$ cat config.mk
export PLATFORM = sky130hd
export DESIGN_NAME = moving_sum_avg
export DESIGN_NICKNAME = d
export VERILOG_FILES = /design/src/rtl/moving_sum_pkg.sv /design/src/rtl/win_fill_cnt.sv /design/src/rtl/moving_sum_avg.sv
export SDC_FILE = /design/constraint.sdc
export NUM_CORES = 1
export LEC_CHECK = 0
export CORE_MARGIN = 2
export CORE_UTILIZATION = 42
export DETAILED_ROUTE_END_ITERATION = 6
export DONT_BUFFER_PORTS = 1
export PLACE_DENSITY_LB_ADDON = 0.3
export SETUP_SLACK_MARGIN = 0.15
export SLEW_MARGIN = 20
export SYNTH_ARGS = -nofsm -noshare
export SYNTH_HDL_FRONTEND = slang
export SYNTH_SLANG_ARGS = --single-unit
export TNS_END_PERCENT = 50
$ cat constraint.sdc
create_clock -name clk -period 3.12 [get_ports clk]
set_input_delay 0.156 -clock clk [delete_from_list [all_inputs] [get_ports clk]]
set_output_delay 0.156 -clock clk [all_outputs]
set_load 0.1 [all_outputs]
$ cat src/rtl/moving_sum_pkg.sv
// Shared helpers for the moving-sum block: width derivation and parameter checks.
package moving_sum_pkg;

    // Width of a sum of 'win' unsigned samples of 'dw' bits each.
    function automatic int sum_width(input int dw, input int win);
        return dw + $clog2(win);
    endfunction

    // Width of a counter that must represent every value from 0 to 'win'.
    function automatic int fill_width(input int win);
        return $clog2(win) + 32'sd1;
    endfunction

    // True when v is a positive power of two.
    function automatic bit is_pow2(input int v);
        return (v > 32'sd0) && ((v & (v - 32'sd1)) == 32'sd0);
    endfunction

endpackage

$ cat src/rtl/win_fill_cnt.sv
// Saturating window-fill counter. Counts enabled samples since reset or clear,
// stops at WIN, and flags when the window holds a complete set of samples.
module win_fill_cnt
    import moving_sum_pkg::*;
#(
    parameter  int WIN = 32,
    localparam int FW  = fill_width(WIN)
) (
    input  logic          clk,
    input  logic          rst,
    input  logic          clr,
    input  logic          en,
    output logic [FW-1:0] fill_next,
    output logic          full
);

    localparam logic [FW-1:0] WIN_C  = FW'(WIN);
    localparam logic [FW-1:0] ONE_C  = FW'(32'd1);
    localparam logic [FW-1:0] ZERO_C = {FW{1'b0}};

    logic [FW-1:0] fill_r;
    logic [FW-1:0] fill_next_s;
    logic          full_r;

    // Next fill count: a clear restarts the window (counting a coincident sample), otherwise saturate at WIN.
    always_comb begin
        fill_next_s = fill_r;
        if (rst) begin
            fill_next_s = ZERO_C;
        end else if (clr) begin
            if (en) begin
                fill_next_s = ONE_C;
            end else begin
                fill_next_s = ZERO_C;
            end
        end else if (en && (fill_r < WIN_C)) begin
            fill_next_s = fill_r + ONE_C;
        end else begin
            fill_next_s = fill_r;
        end
    end

    // Fill count and registered full flag.
    always_ff @(posedge clk) begin
        if (rst) begin
            fill_r <= ZERO_C;
            full_r <= 1'b0;
        end else begin
            fill_r <= fill_next_s;
            full_r <= (fill_next_s == WIN_C);
        end
    end

    assign fill_next = fill_next_s;
    assign full      = full_r;

endmodule

$ cat src/rtl/moving_sum_avg.sv
// Running sum and average over the last WIN enabled samples. The caller supplies
// the live sample and the same stream delayed by WIN enabled samples; the delayed
// sample is masked until the window is full because the delay storage is never reset.
module moving_sum_avg
    import moving_sum_pkg::*;
#(
    parameter  int DW  = 8,
    parameter  int WIN = 32,
    localparam int SW  = sum_width(DW, WIN)
) (
    input  logic          clk,
    input  logic          rst,
    input  logic          en,
    input  logic          clr,
    input  logic [DW-1:0] din,
    input  logic [DW-1:0] din_dly,
    output logic [SW-1:0] sum,
    output logic [DW-1:0] avg,
    output logic          out_vld,
    output logic          full
);

    localparam int            LOG2W = $clog2(WIN);
    localparam int            FW    = fill_width(WIN);
    localparam logic [FW-1:0] WIN_C = FW'(WIN);

    if (!is_pow2(WIN) || (WIN < 2)) begin : g_bad_win
        $error("moving_sum_avg: WIN must be a power of two and at least 2");
    end
    if (DW < 1) begin : g_bad_dw
        $error("moving_sum_avg: DW must be at least 1");
    end

    logic [FW-1:0] fill_next_s;
    logic          full_s;
    logic [DW-1:0] sub_s;
    logic [SW-1:0] sum_next_s;
    logic [DW-1:0] avg_next_s;
    logic          vld_next_s;
    logic [SW-1:0] sum_r;
    logic [DW-1:0] avg_r;
    logic          out_vld_r;

    win_fill_cnt #(
        .WIN (WIN)
    ) u_fill (
        .clk       (clk),
        .rst       (rst),
        .clr       (clr),
        .en        (en),
        .fill_next (fill_next_s),
        .full      (full_s)
    );

    // Only subtract the delayed sample once the window has been full before this edge.
    always_comb begin
        sub_s = {DW{1'b0}};
        if (full_s) begin
            sub_s = din_dly;
        end else begin
            sub_s = {DW{1'b0}};
        end
    end

    // Next sum: clear restarts the window, enabled sample adds din and retires the oldest one.
    always_comb begin
        sum_next_s = sum_r;
        if (clr) begin
            if (en) begin
                sum_next_s = SW'(din);
            end else begin
                sum_next_s = {SW{1'b0}};
            end
        end else if (en) begin
            sum_next_s = SW'({1'b0, sum_r} + (SW+1)'(din) - (SW+1)'(sub_s));
        end else begin
            sum_next_s = sum_r;
        end
    end

    // Average is the truncating divide of the new sum; valid pulses when a full window is updated.
    always_comb begin
        avg_next_s = sum_next_s[SW-1:LOG2W];
        vld_next_s = 1'b0;
        if (en && !clr && (fill_next_s == WIN_C)) begin
            vld_next_s = 1'b1;
        end else begin
            vld_next_s = 1'b0;
        end
    end

    // Output registers.
    always_ff @(posedge clk) begin
        if (rst) begin
            sum_r     <= {SW{1'b0}};
            avg_r     <= {DW{1'b0}};
            out_vld_r <= 1'b0;
        end else begin
            sum_r     <= sum_next_s;
            avg_r     <= avg_next_s;
            out_vld_r <= vld_next_s;
        end
    end

    assign sum     = sum_r;
    assign avg     = avg_r;
    assign out_vld = out_vld_r;
    assign full    = full_s;

endmodule

==> metrics.cfg, run 1 <==
[grt]
globalRouteOverflowTotal = 0
grt_pass1_vias = 1643
antenna_found_initial = 0
grt_max_degree = 23
track_usage = 0.181
grt_pass1_wl_microns = 7310

[setup_path]
slowest_delay_ps = 500
path_cells = and2_1 > fa_1 > inv_1 > fa_2 > a21o_1 > a221oi_2 > nor3b_1 > or4_1 > o311ai_1
cp-end-kind = flip-flop
crit_arrival_ps = 2940
crit_start = u_fill.full
rr_endpoint = sum[10]
cp-endpoint = sum[10]
crit_type = reg2reg
r2r_setup_slack_ps = 350
cp_data_required_time_ps = 3290
timing.rr.start = u_fill.full
cp_slowest_cell = or4_1
reg2reg_depth = 9
path_buf_inv = 1
cp_max_fo = 9
critPathLaunchType = flip-flop
crit_cells = 9
crit_family = adder cells

[timing]
fin_crit_sh = 0.889
relSlewSlack = 0.379
fin_ws_ps = 347
max_freq_ghz = 0.361
skew_ps = 8.52
fin_tns_setup_ps = 0
min_period_ps = 2770
setup_viol = 0
rsz0062_at_grt = false
tightest_slew_ps = 930
finalHoldViolations = 0
drv_slew = 0

[pwr]
comb_power_share = 0.527
clockPowerShare = 0.190
power_frac_seq = 0.283
p_int_uw = 549
netSwitchingFraction = 0.474
power_density_mw_per_mm2 = 507
cellLeakagePower_nw = 0.927
p_switching_uw = 495
vdd_drop_max_uv = 251

[logic_synthesis]
synth_area_leaders = dfxtp_1 22%, ha_1 9.4%, fa_1 8.6%
syn_inst = 239
async_flop_share = 0
yosysSeqAreaShare = 0.224
yosys_register_bits = 21
synth_cell_type_count = 42
synth_ff_type = dfxtp_1
synth_nets = 281
yosys_warnings = 0
synth_commonest_cells = 38 x inv_1, 21 x dfxtp_1, 16 x nand2_1, 16 x nor2_1, 14 x ha_1
synth_top_area_frac = 0.224
yosys.area.top_type = dfxtp_1
synthesis.area_sq_mm = 0.00187
synth_most_common_cell = inv_1
syn_area_per_cell_sq_um = 7.84
synth-edff-count = 0

[flow_run]
drv_cap = 0

[min_path]
hold_class = in2reg

[drt]
routed_via_density = 5.44
wl_microns = 4350
drtPass1Iterations = 4
drcViolationCount = 0
vias = 1615
drt_iter0_drc = 39
drtAntennaViolNets = 0
wire_per_inst_microns = 14.6

[clock_network]
clock-sinks = 21
clockBufferDepth = 2
cts_tree = done
postCtsSetupBuffers = 0
cts.clk_slew.worst_paths_ps = 80
h-tree-depth = 1
cts-buffers-inserted = 3
clk-insertion-delay-late_ps = 270
root_buffer = clkbuf_8

[outcome]
status = finished, final reports clean

[placed_design]
place.gp.congestion = 0.862
post-place-ws_ps = 306
post-dp-hpwl_microns = 3300
portBuffers = 0
place_inst = 292

[layout]
final_core_util = 0.475
layout-drive-gt1-share = 0.167
syn_to_final_growth_pct = 9.75
diodes = 0
nets = 288
instances_no_fill = 297

[die]
initial_core_util = 0.433
num_rows = 24
die-area_sq_mm = 0.00501
core_sq_mm = 0.00432
fp.dieW_microns = 70.8
ioPinCount = 43
die_height_microns = 70.8

==> timing repair <==
| item | 4_1_cts | 5_1_grt |
|---|---|---|
| endpoints found under the setup margin | 0 | 1 |
| hold buffers | 1 | 0 |
| endpoints found under the hold margin | 7 | 0 |
| gates resized for setup | 0 | 1 |
==> cells by family (layout without fill, tap and decap cells) <==
kind of cell,after synthesis,count (layout),share of synthesized area
AO/OA/AOI/OAI,53,53,0.191
XOR/XNOR,7,7,0.0327
adder cells (fa/ha/maj),23,23,0.184
buffers and inverters,53,59,0.122
flip-flops,21,21,0.224
multiplexers,7,7,0.0387
AND/OR/NAND/NOR,75,75,0.206
==> power by group through the flow <==
stage	Clock, mW	Sequential [mW]	Combinational [mW]
floorplan	0	0.415	0.359
global placement	0	0.302	0.538
detailed placement	0	0.302	0.544
CTS	0.202	0.296	0.551
global route	0.214	0.298	0.596
finish	0.198	0.296	0.550
==> metrics by stage <==
step,area [sq um],power [mW],hold slack (ps)
after detailed placement,1990,0.846,222
after global placement,1990,0.840,221
after global routing,2060,1.11,31.6
after CTS,2050,1.05,17.2
after floorplan,1890,0.774,237
final,2060,1.04,22.5
==> registers in the layout (all words and copies together), names as in the netlist <==
register,count
u_fill.full,1
u_fill.fill_r,6
sum,13
out_vld,1
==> how the worst min path moves through the flow <==
stage                     cells after the start          endpoint  slack, ps  startpoint
final                                         1           sum[10]         20          en
after global routing                          1           sum[10]         30          en
after CTS                                     1           sum[10]         20          en
after detailed placement                      1            sum[1]        220         rst
after global placement                        1            sum[1]        220         rst
after floorplan                               1  u_fill.fill_r[0]        240         rst
==> area by class of cell <==
| type | instances | area [sq um] |
|---|---|---|
| repair buffers | 17 | 130 |
| fillers | 431 | 2270 |
| well taps | 52 | 65.1 |
| clock inverters | 1 | 7.51 |
| clock buffers | 3 | 41.3 |
| multi-input cells | 165 | 1230 |
| inverters | 38 | 143 |
| flip-flops and latches | 21 | 443 |
==> placed cells by master (no fill, tap or decap), types with 4 or more instances in the layout <==
cell type  instances
inv_1             38
nor2_1            16
nand2_1           16
buf_4             16
ha_1              14
a21oi_1           13
dfxtp_2           12
and2_1            10
o21ai_0           10
nand3_1            8
nor2b_1            7
a21o_1             7
fa_1               7
dfxtp_1            7
mux2i_1            5
and3_1             4
xnor2_1            4
==> metal layers <==
| metal | track usage | routed length (microns) | vias up |
|---|---|---|---|
| li1 | - | - | 815 |
| met1 | 0.217 | 1880 | 754 |
| met2 | 0.321 | 2120 | 38 |
| met3 | 0.0413 | 279 | 8 |
| met4 | 0.0587 | 71 | 0 |
| met5 | 0 | 0 | - |
Power figures use the tool's default switching activity.
==> inputs of run 2 (changes only) <==
--- a/config.mk
+++ b/config.mk
@@ -6,7 +6,7 @@
 export NUM_CORES = 1
 export LEC_CHECK = 0
 export CORE_MARGIN = 2
-export CORE_UTILIZATION = 42
+export CORE_UTILIZATION = 60
 export DETAILED_ROUTE_END_ITERATION = 6
 export DONT_BUFFER_PORTS = 1
 export PLACE_DENSITY_LB_ADDON = 0.3
==> metrics.cfg, run 2 (same netlist as run 1, synthesis figures left out) <==
[pwr]
p_total_mw = 1.01
cellLeakagePower_nw = 0.934
power_density_mw_per_mm2 = 493
vdd_drop_max_uv = 266

[clock_network]
cts_tree = done
clk-insertion-delay-late_ps = 320
cts.clk_slew.worst_paths_ps = 130
clockBufferDepth = 2
clock-sinks = 21
cts-buffers-inserted = 3
h-tree-depth = 1
root_buffer = clkbuf_4

[die]
core_sq_mm = 0.00300
fp.dieW_microns = 59.9
ioPinCount = 43
initial_core_util = 0.624
num_rows = 20
die_height_microns = 59.9
die-area_sq_mm = 0.00358

[setup_path]
timing.rr.start = u_fill.full
crit_type = reg2reg
path_cells = and2_1 > fa_1 > inv_1 > fa_2 > a21o_1 > a221oi_4 > nor3b_1 > or4_1 > o311ai_1
cp-end-kind = flip-flop
cp_data_required_time_ps = 3360
rr_endpoint = sum[10]
path_buf_inv = 1
crit_arrival_ps = 3090
cp_max_fo = 9
critPathLaunchType = flip-flop
crit_family = adder cells
cp_slowest_cell = or4_1
r2r_setup_slack_ps = 270
slowest_delay_ps = 510
reg2reg_depth = 9

[timing]
relSlewSlack = 0.374
skew_ps = 2.09
max_freq_ghz = 0.351
fin_worst_hold_slack_ps = 4.13
rsz0062_at_grt = false
min_period_ps = 2850
setup_viol = 0
fin_tns_setup_ps = 0
fin_crit_sh = 0.913
drv_slew = 0
tightest_slew_ps = 937
finalHoldViolations = 0

[drt]
wl_microns = 4130
drt_iter0_drc = 52
drtAntennaViolNets = 0
wire_per_inst_microns = 14.7
drcViolationCount = 0
drtPass1Iterations = 4
vias = 1645
routed_via_density = 5.85

[grt]
grt_max_degree = 21
grt_pass1_wl_microns = 6690
track_usage = 0.248
globalRouteOverflowTotal = 0
antenna_found_initial = 0
grt_pass1_vias = 1564

[flow_run]
drv_cap = 0

[layout]
syn_to_final_growth_pct = 9.55
layout_commonest_cell = inv_1
layout-drive-gt1-share = 0.169
diodes = 0
multi_input_area_sq_mm = 0.00124
seq_area_sq_um = 443
fillers = 245
final_core_util = 0.683
final_cell_mix = 38 x inv_1, 17 x buf_4, 16 x nor2_1, 16 x nand2_1, 14 x ha_1
nets = 291
largest_register_ff_count = 13

[placed_design]
post-dp-hpwl_microns = 3040
portBuffers = 0
place.gp.congestion = 0.824

[min_path]
min_to = sum[9]
hold_class = in2reg
holdPathStages = 3
min_from = en

[outcome]
status = finished, final reports clean

run 2: layout make-up:
cell class                      instances  share of cell area
Clock buffer                            3              0.0110
Clock inverter                          1             0.00366
Inverter                               38              0.0695
Multi-Input combinational cell        165               0.603
Sequential cell                        21               0.216
Tap cell                               33              0.0201
Timing Repair Buffer                   20              0.0768
run 2: how the worst max path moves through the flow:
| stage | start | end | slack (ps) | cells past startpoint |
|---|---|---|---|---|
| 5_1_grt | u_fill.full | sum[11] | 140 | 9 |
| 3_5_place_dp | u_fill.full | sum[10] | 200 | 9 |
| 3_3_place_gp | u_fill.full | sum[10] | 290 | 9 |
| 4_1_cts | u_fill.full | sum[10] | 170 | 9 |
| 2_1_floorplan | sum[5] | sum[10] | 160 | 9 |
| 6_report | u_fill.full | sum[10] | 270 | 9 |
run 2: layer usage:
layer  part of all wire  global-route usage  vias to the layer above  routed length [microns]
met4              0.016              0.0857                        0                       65
met3              0.061              0.0411                        6                      253
met5                  0                   0                        -                        0
met2               0.48               0.432                       56                     1990
li1                   -                   -                      818                        -
met1               0.44               0.305                      765                     1820
run 2: timing repair:
item,CTS,global route
hold endpoints to repair,10,0
buffers inserted,0,2
gates resized for setup,0,2
setup endpoints to repair,0,1
hold buffers,3,0
run 2: report_power, final:
group,leakage [nW],internal (mW),total (mW),switching [mW]
registers,0.178,0.286,0.297,0.0104
logic,0.742,0.181,0.566,0.385
clock network,0.0139,0.0491,0.148,0.0989
total,0.934,0.517,1.01,0.494
run 2: stage by stage:
stage | instance area [sq um] | cells | setup slack, ps
2_1_floorplan | 1890 | 239 | 156
3_3_place_gp | 1960 | 272 | 288
3_5_place_dp | 1960 | 272 | 198
4_1_cts | 2020 | 279 | 166
5_1_grt | 2050 | 281 | 142
6_report | 2050 | 281 | 271
run 2: worst reg2reg max path, cell delays in order, from the launching register on:
cell and delay (ps):
dfxtp_4 390, and2_1 150, fa_1 480, inv_1 70
fa_2 420, a21o_1 230, a221oi_4 320, nor3b_1 110
or4_1 510, o311ai_1 80
